`src/rtl/vga_scan_timing.sv`:
```
// VGA raster scan generator: pixel/line counters, blanking, sync outputs and line/frame pulses,
// with a configurable delay on the connector sync pins to match the downstream colour pipeline.
module vga_scan_timing #(
    parameter int H_VISIBLE       = 640,
    parameter int H_FRONT         = 16,
    parameter int H_SYNC          = 96,
    parameter int H_BACK          = 48,
    parameter int V_VISIBLE       = 480,
    parameter int V_FRONT         = 10,
    parameter int V_SYNC          = 2,
    parameter int V_BACK          = 33,
    parameter int SYNC_ACTIVE_LOW = 1,
    parameter int SYNC_DELAY      = 1
) (
    input  logic       vga_clk,
    input  logic       Reset,
    output logic [9:0] DrawX,
    output logic [9:0] DrawY,
    output logic       blank,
    output logic       hs,
    output logic       vs,
    output logic       hs_pin,
    output logic       vs_pin,
    output logic       line_start,
    output logic       frame_start
);

    localparam int H_TOTAL  = H_VISIBLE + H_FRONT + H_SYNC + H_BACK;
    localparam int V_TOTAL  = V_VISIBLE + V_FRONT + V_SYNC + V_BACK;
    localparam int HS_START = H_VISIBLE + H_FRONT;
    localparam int HS_END   = H_VISIBLE + H_FRONT + H_SYNC;
    localparam int VS_START = V_VISIBLE + V_FRONT;
    localparam int VS_END   = V_VISIBLE + V_FRONT + V_SYNC;

    localparam logic [9:0] H_LAST    = 10'(H_TOTAL - 1);
    localparam logic [9:0] V_LAST    = 10'(V_TOTAL - 1);
    localparam logic       SYNC_IDLE = (SYNC_ACTIVE_LOW != 0);

    logic [9:0] hc_q, hc_d;
    logic [9:0] vc_q, vc_d;
    logic       blank_q, blank_d;
    logic       hs_q, hs_d;
    logic       vs_q, vs_d;
    logic       line_start_q, line_start_d;
    logic       frame_start_q, frame_start_d;
    logic       hs_act, vs_act;

    // Every decode works on the next-state counters so the registered flags line up with DrawX/DrawY.
    always_comb begin
        // NOTE: every signal gets a default before any branch, so no path can infer a latch.
        hc_d          = hc_q + 10'd1;
        vc_d          = vc_q;
        line_start_d  = 1'b0;
        frame_start_d = 1'b0;

        if (hc_q == H_LAST) begin
            hc_d         = '0;
            line_start_d = 1'b1;
            if (vc_q == V_LAST) begin
                vc_d          = '0;
                frame_start_d = 1'b1;
            end else begin
                vc_d = vc_q + 10'd1;
            end
        end

        hs_act  = (int'(hc_d) >= HS_START) && (int'(hc_d) < HS_END);
        vs_act  = (int'(vc_d) >= VS_START) && (int'(vc_d) < VS_END);
        hs_d    = hs_act ? ~SYNC_IDLE : SYNC_IDLE;
        vs_d    = vs_act ? ~SYNC_IDLE : SYNC_IDLE;
        blank_d = (int'(hc_d) < H_VISIBLE) && (int'(vc_d) < V_VISIBLE);
    end

    always_ff @(posedge vga_clk) begin
        // NOTE: non-blocking assignments so every flop samples the pre-edge values of the others.
        if (Reset) begin
            hc_q          <= '0;
            vc_q          <= '0;
            blank_q       <= 1'b1;
            hs_q          <= SYNC_IDLE;
            vs_q          <= SYNC_IDLE;
            line_start_q  <= 1'b0;
            frame_start_q <= 1'b0;
        end else begin
            hc_q          <= hc_d;
            vc_q          <= vc_d;
            blank_q       <= blank_d;
            hs_q          <= hs_d;
            vs_q          <= vs_d;
            line_start_q  <= line_start_d;
            frame_start_q <= frame_start_d;
        end
    end

    generate
        if (SYNC_DELAY == 0) begin : g_no_delay
            assign hs_pin = hs_q;
            assign vs_pin = vs_q;
        end else begin : g_delay
            logic [SYNC_DELAY-1:0] hs_pipe_q, hs_pipe_d;
            logic [SYNC_DELAY-1:0] vs_pipe_q, vs_pipe_d;

            always_comb begin
                hs_pipe_d    = hs_pipe_q;
                vs_pipe_d    = vs_pipe_q;
                hs_pipe_d[0] = hs_q;
                vs_pipe_d[0] = vs_q;
                for (int i = 1; i < SYNC_DELAY; i++) begin
                    hs_pipe_d[i] = hs_pipe_q[i-1];
                    vs_pipe_d[i] = vs_pipe_q[i-1];
                end
            end

            always_ff @(posedge vga_clk) begin
                // NOTE: the delay line is reset like any other state, so no stale pulse reaches the pins.
                if (Reset) begin
                    hs_pipe_q <= {SYNC_DELAY{SYNC_IDLE}};
                    vs_pipe_q <= {SYNC_DELAY{SYNC_IDLE}};
                end else begin
                    hs_pipe_q <= hs_pipe_d;
                    vs_pipe_q <= vs_pipe_d;
                end
            end

            assign hs_pin = hs_pipe_q[SYNC_DELAY-1];
            assign vs_pin = vs_pipe_q[SYNC_DELAY-1];
        end
    endgenerate

    assign DrawX       = hc_q;
    assign DrawY       = vc_q;
    assign blank       = blank_q;
    assign hs          = hs_q;
    assign vs          = vs_q;
    assign line_start  = line_start_q;
    assign frame_start = frame_start_q;

endmodule

```
`config.mk`:
```
export PLATFORM = sky130hd
export DESIGN_NAME = vga_scan_timing
export DESIGN_NICKNAME = d
export VERILOG_FILES = /design/src/rtl/vga_scan_timing.sv
export SDC_FILE = /design/constraint.sdc
export NUM_CORES = 1
export LEC_CHECK = 0
export BUFFER_PORTS_ARGS = -buffer_cell sky130_fd_sc_hd__buf_2
export CAP_MARGIN = 20
export CORE_MARGIN = 5
export CORE_UTILIZATION = 37
export CTS_BUF_LIST = sky130_fd_sc_hd__clkbuf_16
export CTS_CLUSTER_DIAMETER = 120
export CTS_CLUSTER_SIZE = 8
export DETAILED_ROUTE_END_ITERATION = 10
export PLACE_DENSITY = 0.7
export SLEW_MARGIN = 20
export SYNTH_ARGS = -nofsm -noshare
export SYNTH_HDL_FRONTEND = slang
export SYNTH_SLANG_ARGS = --single-unit
```
`constraint.sdc`:
```
create_clock -name vga_clk -period 1.8 [get_ports vga_clk]
set_input_delay 0.36 -clock vga_clk [delete_from_list [all_inputs] [get_ports vga_clk]]
set_output_delay 0.36 -clock vga_clk [all_outputs]
set_load 0.05 [all_outputs]
```
==> run metrics, run 1 <==
status=finished, final reports clean; Max Cap Viol=0; Reg2Reg Setup Slack=0.06 ns; Max clock buf depth=2; CP arrival=1.93 ns; Crit Path Category=register to register; Via Count=1439; I/O Buffers=28; I/O pins=29; headroom to the max-slew limit=60.6%; startpoint types=register; Top FF cell, synth=dfxtp_1; top cells by area, synth=dfxtp_1 36%, a21oi_1 4.0%, xnor2_1 3.5%, and3_1 3.3%, ha_1 3.3%; layout cell share with drive strength beyond 1=45.1%; Detailed Route Iter0 Violations=154; Die Width=73.7 microns; first-pass GRT wire length=6.21 mm; residual DRC count=0; RR Endpoint=blank$_SDFF_PP1_; post-detail-place hpwl=2.85 mm; Post-synth EDFFs=0; mapped cell area=0.00150 sq mm; Compound-Gate Fraction of Synth Area=15.3%; Least-Margin Pin Slew=0.583 ns; unrepaired setup endpoints after global routing=true; Crit. Startpoint=DrawX[0]$_SDFF_PP0_; crit path capture type=register; final setup TNS=0 ns; area leader, netlist=dfxtp_1; nets@finish=220; routability congestion estimate=0.833; root buffer cell=clkbuf_16; Tmin final=1.74 ns; vias per cell=5.47; path depth of the worst reg2reg path=6; period utilization=96.8%; Core Util, Final=51.0%; Fmax=574 MHz; Mapped Nets=176; mean routed wirelength per cell=14.5 microns; CP Capture Point=blank$_SDFF_PP1_; hold depth=2; H-tree Lvls=1; vias in the first global route=1307; largest net degree at the start of global routing=15; Fin Clk Skew=0.00152 ns; Ys Warns=0; Final Max Slew Viols=0; library cells used by synthesis=51; Req. time, crit path=1.98 ns; most instantiated cells after synthesis=27 x dfxtp_1, 12 x a21oi_1, 11 x nor2_1; mux contribution to synthesized area=2.08%; all-layer global routing usage=14.3%; sequential area share after synthesis=36.0%; ANT cells=0; reg2reg start=DrawX[0]$_SDFF_PP0_; Sink Count=27; router iterations before antenna repair=4; WL final=3.83 mm; crit path max fanout=4; Hold Vio Cnt, Final=0; Reg clk slew, reported paths=0.07 ns; Simple-Gate Fraction of Synth Area=32.4%; die height=73.7 microns; overall die area=0.00543 sq mm; Mean Syn Cell Area=8.83 sq um; adder-cell share of the synthesized area=3.33%; VDD IR max=0.356 mV; initial antenna violation count=0; Async SR Flop Fraction=0%; worst min-delay path category=primary input to register; LEAKAGE=0.874 nW; worst skew pair latency=0.26 ns; # hold bufs at CTS=0; most frequent cell after synthesis=dfxtp_1; gr ovfl total=0; CTS buffer count=3; post-route ant nets=0; std cell rows=23; dpl cell area=0.00187 sq mm; # setup viols final=0; post-synthesis cell count=170; Post-Synth XOR/XNOR Area=5.25%; Area Overhead vs Synth=34.8%; Cell Pwr Density=578 mW/mm^2; initial core utilization=37.8%; core area=0.00397 sq mm; Yosys reg bits=27; Synth top area share=36.0%; largest family of logic cells by synthesized area=simple AND/OR/NAND/NOR gates; TritonCTS clock tree=done; cell area after layout=0.00202 sq mm
-- registers in the layout, indices dropped and copies added (netlist names) --
register / flops
DrawX: 10
DrawY: 10
blank: 1
frame_start: 1
hs: 1
hs_pin: 1
line_start: 1
vs: 1
vs_pin: 1
-- layout by cell type, fill, tap and decap left out, drive strengths merged, types with 2 or more instances in the layout --
cell type / count
a31oi: 3
and2: 2
a311oi: 2
a21oi: 12
nand3b: 4
nor4: 5
or3: 2
o21ai: 5
nor2: 12
and3: 10
and4b: 2
xor2: 3
or2: 2
nand2: 7
nor3: 9
dfxtp: 27
xnor2: 6
nand4: 3
clkbuf: 3
a21o: 2
inv: 9
buf: 50
nor2b: 3
mux2i: 2
ha: 4
nand3: 8
-- cell families (layout without fill, tap and decap cells) --
family,Yosys count,in the layout
AOI/OAI and AO/OA,33,33
adders and majority gates,4,4
and+or+nand+nor,75,75
xor gates and xnor gates,9,9
buffers and inverters,19,62
muxes,3,3
DFF,27,27
-- layer usage --
metal,up-vias,global-route usage [%],part of all wire [%]
met5,-,0,0
met4,0,5.03,1.0
met1,686,19.7,45
li1,706,-,-
met3,2,1.50,5.6
met2,45,23.1,48
-- where the power goes --
part | switching, W | internal [W]
Combinational | 0.0000439 | 0.0000215
Clock | 0.000209 | 0.000298
Sequential | 0.00000640 | 0.000592
-- final cells by class --
cell class	count	area, sq um
tap	50	62.6
clock inverter	1	3.75
fill	363	1950
clock buffer	3	75.1
inverter	8	30.0
multi-input combinational	124	961
timing repair buffer	50	305
sequential	27	587
-- how the worst min path moves through the flow --
stage / startpoint / to / slack (ns)
6_report: Reset / DrawX[5]$_SDFF_PP0_ / 0.40
5_1_grt: Reset / DrawX[5]$_SDFF_PP0_ / 0.43
4_1_cts: Reset / DrawX[5]$_SDFF_PP0_ / 0.40
3_5_place_dp: hs$_SDFF_PP1_ / hs_pin$_SDFF_PP1_ / 0.42
3_3_place_gp: hs$_SDFF_PP1_ / hs_pin$_SDFF_PP1_ / 0.42
2_1_floorplan: DrawY[0]$_SDFF_PP0_ / DrawY[0]$_SDFF_PP0_ / 0.56
-- worst max-delay path, cell delays in order, from the launching register on --
cell,delay [ns]
dfxtp_4,0.37
ha_4,0.15
nand4_4,0.11
nor4_2,0.30
mux2_2,0.38
o2111a_1,0.17
a211oi_2,0.19
-- timing repair --
item,CTS,global route
endpoints found under the hold margin,0,0
setup endpoints to repair,1,4
setup buffers,0,1
resized for setup,2,12
pin swaps,0,4
-- per-stage QoR --
step / instances / total power [W] / hold WS, ns / worst slack, ns
after floorplan: 170 / 0.000655 / 0.556 / -0.0801
after global placement: 258 / 0.000677 / 0.420 / 0.0361
after detailed placement: 258 / 0.000678 / 0.420 / -0.0144
after CTS: 262 / 0.00117 / 0.400 / 0.00759
after global routing: 263 / 0.00120 / 0.428 / -0.00997
final: 263 / 0.00117 / 0.400 / 0.0569
Note: power is estimated with default switching activity, not from simulation.
==> run 2, diff against run 1 <==
Settings changed: CORE_UTILIZATION 37 to 49, PLACE_DENSITY 0.7 to 0.86, RECOVER_POWER set to 100.
==> run metrics, run 2 (synthesized netlist as in run 1, its figures left out) <==
largest net degree at the start of global routing=17 (was 15); nets@finish=224 (was 220); CTS buffer count=3 (unchanged); unrepaired setup endpoints after global routing=true (unchanged); met1 Resource Use GR=25.8% (was 19.7%); initial antenna violation count=0 (unchanged); Post-Layout Cell Count=250 (was 263); worst skew pair latency=0.26 ns (about the same); crit path capture type=register (unchanged); vias in the first global route=1333 (was 1307); crit-path cells=ha_4 -> nand4_4 -> nor4_4 -> buf_6 -> nand3b_1 -> a21oi_1 -> o221ai_2 (was ha_4 -> nand4_4 -> nor4_2 -> mux2_2 -> o2111a_1 -> a211oi_2); Buffers & Inverters on Critical Path=1 (was 0); Hold Vio Cnt, Final=0 (unchanged); most frequent cells in the layout=28 x buf_2, 24 x buf_4, 11 x a21oi_1 (was 28 x buf_2, 22 x buf_4, 12 x a21oi_1); Detailed Route Iter0 Violations=229 (was 154); Max Cap Viol=0 (unchanged); layout cell share with drive strength beyond 1=47.5% (was 45.1%); Least-Margin Pin Slew=0.463 ns (was 0.583 ns); router iterations before antenna repair=4 (unchanged); Reg clk slew, reported paths=0.07 ns (about the same); Reg area=587 sq um (unchanged); headroom to the max-slew limit=68.9% (was 60.6%); Tot Pwr=0.00118 W (was 0.00117 W); Cell Pwr Density=575 mW/mm^2 (was 578 mW/mm^2); I/O pins=29 (unchanged); H-tree Lvls=1 (unchanged); GRT met3 Usage=2.39% (was 1.50%); mean routed wirelength per cell=17.3 microns (was 14.5 microns); path depth of the worst reg2reg path=7 (was 6); status=finished, final reports clean (unchanged); gr ovfl total=0 (unchanged); WL final=4.31 mm (was 3.83 mm); commonest non-fill, non-tap cell in the layout=buf_2 (unchanged); die height=65.4 microns (was 73.7 microns); # setup viols final=0 (unchanged); startpoint types=register (unchanged); Crit Path Category=register to register (unchanged); final-layout fill cell count=204 (was 363); Tmin final=1.80 ns (was 1.74 ns); Final Max Slew Viols=0 (unchanged); Via Count=1494 (was 1439); crit-path max cell delay=0.44 ns (was 0.38 ns); Fmax=556 MHz (was 574 MHz); Die Width=65.4 microns (was 73.7 microns); Req. time, crit path=1.94 ns (was 1.98 ns); gr busiest metal=met2 (unchanged); Reg2Reg Setup Slack=0.002 ns (was 0.06 ns); vias per cell=5.98 (was 5.47); root buffer cell=clkbuf_16 (unchanged); M2 GR Usage=27.6% (was 23.1%); I/O Buffers=28 (unchanged); RR Endpoint=vs$_SDFF_PP1_ (was blank$_SDFF_PP1_); Cells after DPL=238 (was 258); crit path max fanout=6 (was 4); ANT cells=0 (unchanged); slowest CP cell=nor4_4 (was mux2_2); instance count on the critical path=7 (was 6); Fin Clk Skew=0.00343 ns (was 0.00152 ns); hold depth=1 (was 2); post-detail-place hpwl=2.62 mm (was 2.85 mm); CP Capture Point=vs$_SDFF_PP1_ (was blank$_SDFF_PP1_); period utilization=99.9% (was 96.8%); Multi-input gate area=967 sq um (was 961 sq um); core area=0.00300 sq mm (was 0.00397 sq mm); initial core utilization=50.0% (was 37.8%); overall die area=0.00427 sq mm (was 0.00543 sq mm); Area Overhead vs Synth=36.6% (was 34.8%); first-pass GRT wire length=6.31 mm (was 6.21 mm); post-route ant nets=0 (unchanged); LEAKAGE=0.892 nW (was 0.874 nW); reg2reg start=DrawX[0]$_SDFF_PP0_ (unchanged); routability congestion estimate=0.933 (was 0.833); family with the most delay on the worst path=simple AND/OR/NAND/NOR gates (unchanged); TritonCTS clock tree=done (unchanged); worst min-delay path category=register to register (was primary input to register); residual DRC count=0 (unchanged); Core Util, Final=68.3% (was 51.0%); Max clock buf depth=2 (unchanged); std cell rows=20 (was 23); VDD IR max=0.349 mV (was 0.356 mV); CP arrival=1.94 ns (was 1.93 ns); all-layer global routing usage=18.7% (was 14.3%); Sink Count=27 (unchanged); Crit. Startpoint=DrawX[0]$_SDFF_PP0_ (unchanged); # hold bufs at CTS=0 (unchanged)
## run 2: cell types whose count changed in the layout (fill, tap and decap cells not counted), sizes merged
cell	before	now
clkinvlp	0	1
buf	50	54
inv	9	8
## run 2: worst min path at each step
stage	from	to	slack [ns]
floorplan	DrawY[0]$_SDFF_PP0_	DrawY[0]$_SDFF_PP0_	0.56
global placement	hs$_SDFF_PP1_	hs_pin$_SDFF_PP1_	0.42
detailed placement	hs$_SDFF_PP1_	hs_pin$_SDFF_PP1_	0.42
CTS	hs$_SDFF_PP1_	hs_pin$_SDFF_PP1_	0.44
global route	vs$_SDFF_PP1_	vs_pin$_SDFF_PP1_	0.47
finish	hs$_SDFF_PP1_	hs_pin$_SDFF_PP1_	0.43
## run 2: stage by stage
| step | setup TNS (ns) | setup WS [ns] | hold slack [ns] | instance area (sq um) |
|---|---|---|---|---|
| after CTS | 0 | 0.0142 | 0.439 | 1930 |
| after global placement | 0 | 0.0729 | 0.416 | 1820 |
| final | 0 | 0.00249 | 0.434 | 2050 |
| after detailed placement | -0.0485 | -0.0406 | 0.420 | 1820 |
| after floorplan | -0.140 | -0.0801 | 0.556 | 1570 |
| after global routing | -0.155 | -0.0523 | 0.470 | 2050 |
## run 2: where the power goes
part	internal, W	leakage, nW	total (W)	switching (W)
clock network	0.000302	0.0371	0.000514	0.000212
logic	0.0000210	0.624	0.0000669	0.0000459
registers	0.000592	0.230	0.000599	0.00000631
## run 2: timing repair
item	CTS	global route
endpoints found under the setup margin	2	5
gates cloned	0	0
pin swaps	0	13
resized for setup	4	16
buffers inserted	0	8
## run 2: cell type report
type                    count  area share (%)
clock inverters             1           0.366
multi-input cells         124            47.2
repair buffers             54            16.7
clock buffers               3            3.66
well taps                  33            2.01
flip-flops and latches     27            28.6
inverters                   8            1.46
## run 2: metal layers
layer  vias to the layer above  routed length [microns]
met2                        63                     2060
met4                         0                      120
met5                         -                        0
met3                        14                      207
met1                       698                     1920
li1                        719                        -
